File: src/rtl/icache_fetch_reader.sv
// icache_fetch_reader: burst reader from a 2-cycle-latency block RAM into a
// small output FIFO with valid/ready handshake.
// The first address is issued combinationally in the start cycle so the first
// word reaches out_valid three cycles after start. Further addresses are issued
// only while buffered plus in-flight words leave room in the FIFO, so no
// returning word can ever be dropped.
// Optional feature: define FETCH_READER_ABORT_EN to add the abort input.
module icache_fetch_reader #(
  parameter int WIDTH      = 32,
  parameter int DEPTH      = 10,
  parameter int FIFO_DEPTH = 4
) (
  input  logic             clk,
  input  logic             rst_n,
  input  logic             start,
  input  logic [DEPTH-1:0] base_addr,
  input  logic [DEPTH:0]   length,
`ifdef FETCH_READER_ABORT_EN
  input  logic             abort,
`endif
  output logic             busy,
  output logic             done,
  output logic [DEPTH-1:0] bram_addr,
  input  logic [WIDTH-1:0] bram_dout,
  output logic             out_valid,
  input  logic             out_ready,
  output logic [WIDTH-1:0] out_data,
  output logic             out_last
);

  localparam int AW    = $clog2(FIFO_DEPTH);
  localparam int CW    = AW + 1;
  localparam int OCC_W = CW + 1;

  typedef enum logic [1:0] {S_IDLE, S_FETCH, S_DRAIN} state_t;

  state_t           r_state, w_state_nxt;
  logic [DEPTH:0]   r_remain;
  logic [DEPTH-1:0] r_next_addr, r_addr, w_issue_addr;
  logic [1:0]       r_vld, r_lst;
  logic [AW-1:0]    r_wptr, r_rptr;
  logic [CW-1:0]    r_count;
  logic [WIDTH-1:0] r_mem_d [FIFO_DEPTH];
  logic             r_mem_l [FIFO_DEPTH];
  logic             r_done;
  logic             w_issue, w_issue_last, w_done_set, w_accept;
  logic             w_wr, w_rd, w_credit, w_abort;
  logic [1:0]       w_inflight;
  logic [OCC_W-1:0] w_occ;

`ifdef FETCH_READER_ABORT_EN
  assign w_abort = abort;
`else
  assign w_abort = 1'b0;
`endif

  assign w_inflight = {1'b0, r_vld[0]} + {1'b0, r_vld[1]};
  assign w_occ      = {1'b0, r_count} + {{(OCC_W-2){1'b0}}, w_inflight};
  assign w_credit   = (w_occ < OCC_W'(FIFO_DEPTH));
  assign w_wr       = r_vld[1] & ~w_abort;
  assign out_valid  = (r_count != '0);
  assign w_rd       = out_valid & out_ready;
  assign out_data   = out_valid ? r_mem_d[r_rptr] : '0;
  assign out_last   = out_valid ? r_mem_l[r_rptr] : 1'b0;
  assign bram_addr  = w_issue ? w_issue_addr : r_addr;
  assign busy       = (r_state != S_IDLE);
  assign done       = r_done;

  // State register.
  always_ff @(posedge clk or negedge rst_n) begin
    if (!rst_n) r_state <= S_IDLE;
    else        r_state <= w_state_nxt;
  end

  // Next state, address issue and done request.
  always_comb begin
    w_state_nxt  = r_state;
    w_issue      = 1'b0;
    w_issue_addr = r_next_addr;
    w_issue_last = 1'b0;
    w_done_set   = 1'b0;
    w_accept     = 1'b0;
    case (r_state)
      S_IDLE: begin
        if (start) begin
          if (length == '0) begin
            w_done_set = 1'b1;
          end else begin
            w_accept     = 1'b1;
            w_issue      = 1'b1;
            w_issue_addr = base_addr;
            w_issue_last = (length == (DEPTH+1)'(1));
            w_state_nxt  = S_FETCH;
          end
        end
      end
      S_FETCH: begin
        if (r_remain == '0) begin
          w_state_nxt = S_DRAIN;
        end else if (w_credit) begin
          w_issue      = 1'b1;
          w_issue_last = (r_remain == (DEPTH+1)'(1));
          if (r_remain == (DEPTH+1)'(1)) w_state_nxt = S_DRAIN;
        end
      end
      S_DRAIN: begin
        if (w_rd && out_last) begin
          w_state_nxt = S_IDLE;
          w_done_set  = 1'b1;
        end
      end
      default: w_state_nxt = S_IDLE;
    endcase
    if (w_abort) begin
      w_state_nxt = S_IDLE;
      w_issue     = 1'b0;
      w_done_set  = 1'b0;
      w_accept    = 1'b0;
    end
  end

  // Burst bookkeeping: remaining addresses, next address, held RAM address.
  always_ff @(posedge clk or negedge rst_n) begin
    if (!rst_n) begin
      r_remain    <= '0;
      r_next_addr <= '0;
      r_addr      <= '0;
    end else begin
      if (w_accept) begin
        r_remain    <= length - (DEPTH+1)'(1);
        r_next_addr <= base_addr + DEPTH'(1);
      end else if (w_issue) begin
        r_remain    <= r_remain - (DEPTH+1)'(1);
        r_next_addr <= r_next_addr + DEPTH'(1);
      end
      if (w_issue) r_addr <= w_issue_addr;
    end
  end

  // Two-stage valid/last pipeline matching the RAM read latency.
  always_ff @(posedge clk or negedge rst_n) begin
    if (!rst_n) begin
      r_vld <= '0;
      r_lst <= '0;
    end else if (w_abort) begin
      r_vld <= '0;
      r_lst <= '0;
    end else begin
      r_vld <= {r_vld[0], w_issue};
      r_lst <= {r_lst[0], w_issue_last};
    end
  end

  // FIFO pointers and occupancy; simultaneous write and read keep the count.
  always_ff @(posedge clk or negedge rst_n) begin
    if (!rst_n) begin
      r_wptr  <= '0;
      r_rptr  <= '0;
      r_count <= '0;
    end else if (w_abort) begin
      r_wptr  <= '0;
      r_rptr  <= '0;
      r_count <= '0;
    end else begin
      if (w_wr) r_wptr <= r_wptr + AW'(1);
      if (w_rd) r_rptr <= r_rptr + AW'(1);
      r_count <= r_count + CW'(w_wr) - CW'(w_rd);
    end
  end

  // FIFO storage; contents are masked by out_valid so need no reset.
  always_ff @(posedge clk) begin
    if (w_wr) begin
      r_mem_d[r_wptr] <= bram_dout;
      r_mem_l[r_wptr] <= r_lst[1];
    end
  end

  // Done pulse, one cycle after the request.
  always_ff @(posedge clk or negedge rst_n) begin
    if (!rst_n) r_done <= 1'b0;
    else        r_done <= w_done_set;
  end

endmodule

File: config.mk
export PLATFORM = sky130hd
export DESIGN_NAME = icache_fetch_reader
export DESIGN_NICKNAME = d
export VERILOG_FILES = /design/src/rtl/icache_fetch_reader.sv
export SDC_FILE = /design/constraint.sdc
export NUM_CORES = 1
export LEC_CHECK = 0
export BUFFER_PORTS_ARGS = -buffer_cell sky130_fd_sc_hd__buf_2
export CELL_PAD_IN_SITES_DETAIL_PLACEMENT = 1
export CELL_PAD_IN_SITES_GLOBAL_PLACEMENT = 1
export CORE_ASPECT_RATIO = 0.5
export CORE_MARGIN = 8
export CORE_UTILIZATION = 40
export DETAILED_ROUTE_END_ITERATION = 8
export MAX_ROUTING_LAYER = met4
export PLACE_DENSITY = 0.68
export SLEW_MARGIN = 20
export SYNTH_ARGS = -nofsm -noshare
export SYNTH_HDL_FRONTEND = slang
export SYNTH_SLANG_ARGS = --single-unit
File: constraint.sdc
create_clock -name clk -period 7.6 [get_ports clk]
set_clock_uncertainty 0.15 [all_clocks]
set_input_delay 0.76 -clock clk [delete_from_list [all_inputs] [get_ports clk]]
set_output_delay 0.76 -clock clk [all_outputs]
set_load 0.05 [all_outputs]
==> impl_results.md <==
* Synth Net Count at 568
* Clk slew on worst S/H paths at 0.07 ns
* Fin. Hold Viols at 0
* Iter 0 DRT Violations at 190
* First-pass GRT wire length at 27,100 um
* Die area at 24,200 sq um
* Setup violators final at 0
* Total Wirelength at 16,600 um
* DIE WIDTH at 212 um
* Max Fclk at 261 MHz
* Post-CTS setup buffer count at 0
* Top_reg_cell synth: edfxtp_1
* Maxcap violations at 0
* Layout area overhead at 17.3%
* Clock Latency Late Sink at 0.42 ns
* Nets@finish at 671
* Std-Cell Rows at 35
* CTS H-tree lvls at 4
* Port Buffers at 102
* Transition time of the tightest slew-check pin at 0.964 ns
* I/O pins at 103
* CTS tree: yes
* Seq/Total Area, Yosys at 0.662
* Critical path launch point type: flip-flop
* Die H at 114 um
* Post-synthesis cell count at 496
* CP Data Arrival Time at 2.92 ns
* Initial antenna violation count at 1
* Gpl congestion at 0.717
* ANT nets after route at 0
* Ys async rst share at 0.254
* Unrepaired setup endpoints after global routing: false
* Clock root cell: clkbuf_16
* Grt ovf at 0
* Fillers at 1,843
* Register area at 5090 sq um
* Number of global-route vias before repair at 4,904
* Post-synth EDFFs at 132
* CTS Buf Count at 17
* Mean routed wirelength per cell at 19.0 um
* Max-slew violation count at 0
* Netlist Area Pre-Place at 7690 sq um
* Worst-case clock buffer depth at 2
* Mean post-synth cell area at 15.5 sq um
* Multi-input gate area at 2440 sq um
* Outcome: completed
* Critical path class: flip-flop to output pin
* CTS Hold Buffers Added at 0
* Distinct cell type count after synthesis at 50
* GR Util All Layers at 0.147
* Total number of vias at 4,370
* Tcrit/Tclk final at 0.504
* Crit end category: output pin
* Hold Path Class: flip-flop to flip-flop
* Largest net degree at the start of global routing at 46
* DRC Markers at 0
* Drt pass-1 iters at 4
* Slew headroom at 0.357
* DP Wirelength at 10,700 um
* Synth warn at 0
* Min cycle time layout at 3.83 ns
* Initial Util at 0.413
* TritonCTS Sinks at 177
* Setup TNS at 0 ns
* FF+latch count, synth at 177
* Maximum fanout along the worst path at 30
* Vias per cell at 5.02
* Core area at 18,600 sq um
* Post-CTS Resized at 0
* Min Hold Slack at 0.205 ns
* Worst EP required at 6.69 ns
* Share of layout cells above drive strength 1 at 0.300
==> metal layers <==
layer / routed length, um / vias to the layer above / part of all wire / track usage
met5: 0 / - / 0 / -
met4: 204 / 0 / 0.012 / 0.0392
met3: 472 / 17 / 0.028 / 0.0334
met2: 8680 / 71 / 0.52 / 0.258
met1: 7230 / 2230 / 0.44 / 0.171
li1: - / 2052 / - / -
==> per-stage QoR <==
| stage | instance area [sq um] | setup WS [ns] | instances | util |
|---|---|---|---|---|
| after detailed placement | 8460 | 3.81 | 839 | 0.454 |
| after floorplan | 7690 | 4.02 | 496 | - |
| after CTS | 9010 | 3.75 | 870 | 0.484 |
| after global routing | 9020 | 3.57 | 871 | 0.485 |
| final | 9020 | 3.77 | 871 | 0.485 |
| after global placement | 8460 | 3.84 | 839 | 0.454 |
==> cell families after synthesis <==
group | Yosys count | share of synthesized area
muxes | 46 | 0.114
buffers and inverters | 37 | 0.0208
and+or+nand+nor | 145 | 0.105
DFF | 177 | 0.662
xor gates and xnor gates | 33 | 0.0376
AOI/OAI and AO/OA | 43 | 0.0350
adders and majority gates | 15 | 0.0254
==> flip-flops by register name, summed over array words and instances (netlist names) <==
| signal | count |
|---|---|
| r_rptr | 2 |
| r_lst | 2 |
| r_next_addr | 10 |
| r_vld | 2 |
| r_mem_l | 4 |
| r_count | 3 |
| done | 1 |
| r_wptr | 2 |
| r_addr | 10 |
| r_state | 2 |
| r_mem_d | 128 |
| r_remain | 11 |
==> worst max-delay path: stages (launching register included) <==
cell and delay (ns):
dfrtp_1 0.40, nor4_1 0.57, a41oi_1 0.18, and3_1 0.21, buf_4 0.24, or2_1 0.35
nand3_1 0.14, o21a_1 0.14, buf_2 0.26
==> layout make-up <==
| cell class | count | area share |
|---|---|---|
| Timing Repair Buffer | 107 | 0.0608 |
| Clock inverter | 13 | 0.0142 |
| Multi-Input combinational cell | 282 | 0.271 |
| Tap cell | 259 | 0.0359 |
| Clock buffer | 18 | 0.0476 |
| Inverter | 14 | 0.00583 |
| Sequential cell | 177 | 0.565 |
| Antenna cell | 1 | 0.000278 |
==> path summary, 6_finish.rpt <==
kind                              from        endpoint  slack (ns)  cells after the start
min in group asynchronous        rst_n  r_next_addr[5]        0.28                      2
hold / removal                r_lst[0]        r_lst[1]        0.20                      0
hold reg to reg               r_lst[0]        r_lst[1]        0.20                      0
setup reg to reg            r_state[1]  r_next_addr[8]        4.73                     10
setup / recovery           r_remain[8]    bram_addr[0]        3.77                      8
max in group asynchronous        rst_n       r_rptr[1]        6.57                      2
==> cells in the mapped netlist, types with 2 or more instances <==
| cell | n | area [sq um] |
|---|---|---|
| edfxtp_1 | 132 | 3960 |
| dfrtp_1 | 45 | 1130 |
| nand2_1 | 43 | 161 |
| and2_1 | 39 | 244 |
| mux4_2 | 33 | 743 |
| xor2_1 | 23 | 201 |
| o21ai_1 | 21 | 105 |
| nand3_1 | 16 | 80.1 |
| ha_1 | 14 | 175 |
| inv_1 | 14 | 52.6 |
| nor2_1 | 14 | 52.6 |
| clkbuf_1 | 11 | 41.3 |
| mux2i_1 | 11 | 110 |
| xnor2_1 | 10 | 87.6 |
| buf_2 | 9 | 45.0 |
| nand4_1 | 7 | 43.8 |
| a21oi_1 | 6 | 30.0 |
| and3_1 | 4 | 25.0 |
| o211ai_1 | 4 | 30.0 |
| a31oi_1 | 2 | 12.5 |
| dlygate4sd1_1 | 2 | 17.5 |
| nand2b_1 | 2 | 12.5 |
| nand3b_1 | 2 | 15.0 |
| nand4b_1 | 2 | 17.5 |
| nor3_1 | 2 | 10.0 |
| nor4_1 | 2 | 12.5 |
| o31ai_1 | 2 | 15.0 |
| or3_1 | 2 | 12.5 |
==> cells in the final DEF (no fill, tap or decap), drive strengths merged, types with 6 or more instances in the layout <==
cell / count
a21oi: 6
and2: 39
buf: 107
clkbuf: 18
dfrtp: 45
edfxtp: 132
ha: 14
inv: 19
mux2i: 11
mux4: 33
nand2: 43
nand3: 16
nand4: 7
nor2: 14
o21ai: 22
xnor2: 10
xor2: 23
Power is left out: the tool's default activity adds up to more than one toggle a clock period on the data nets, which glitch-free logic cannot reach.
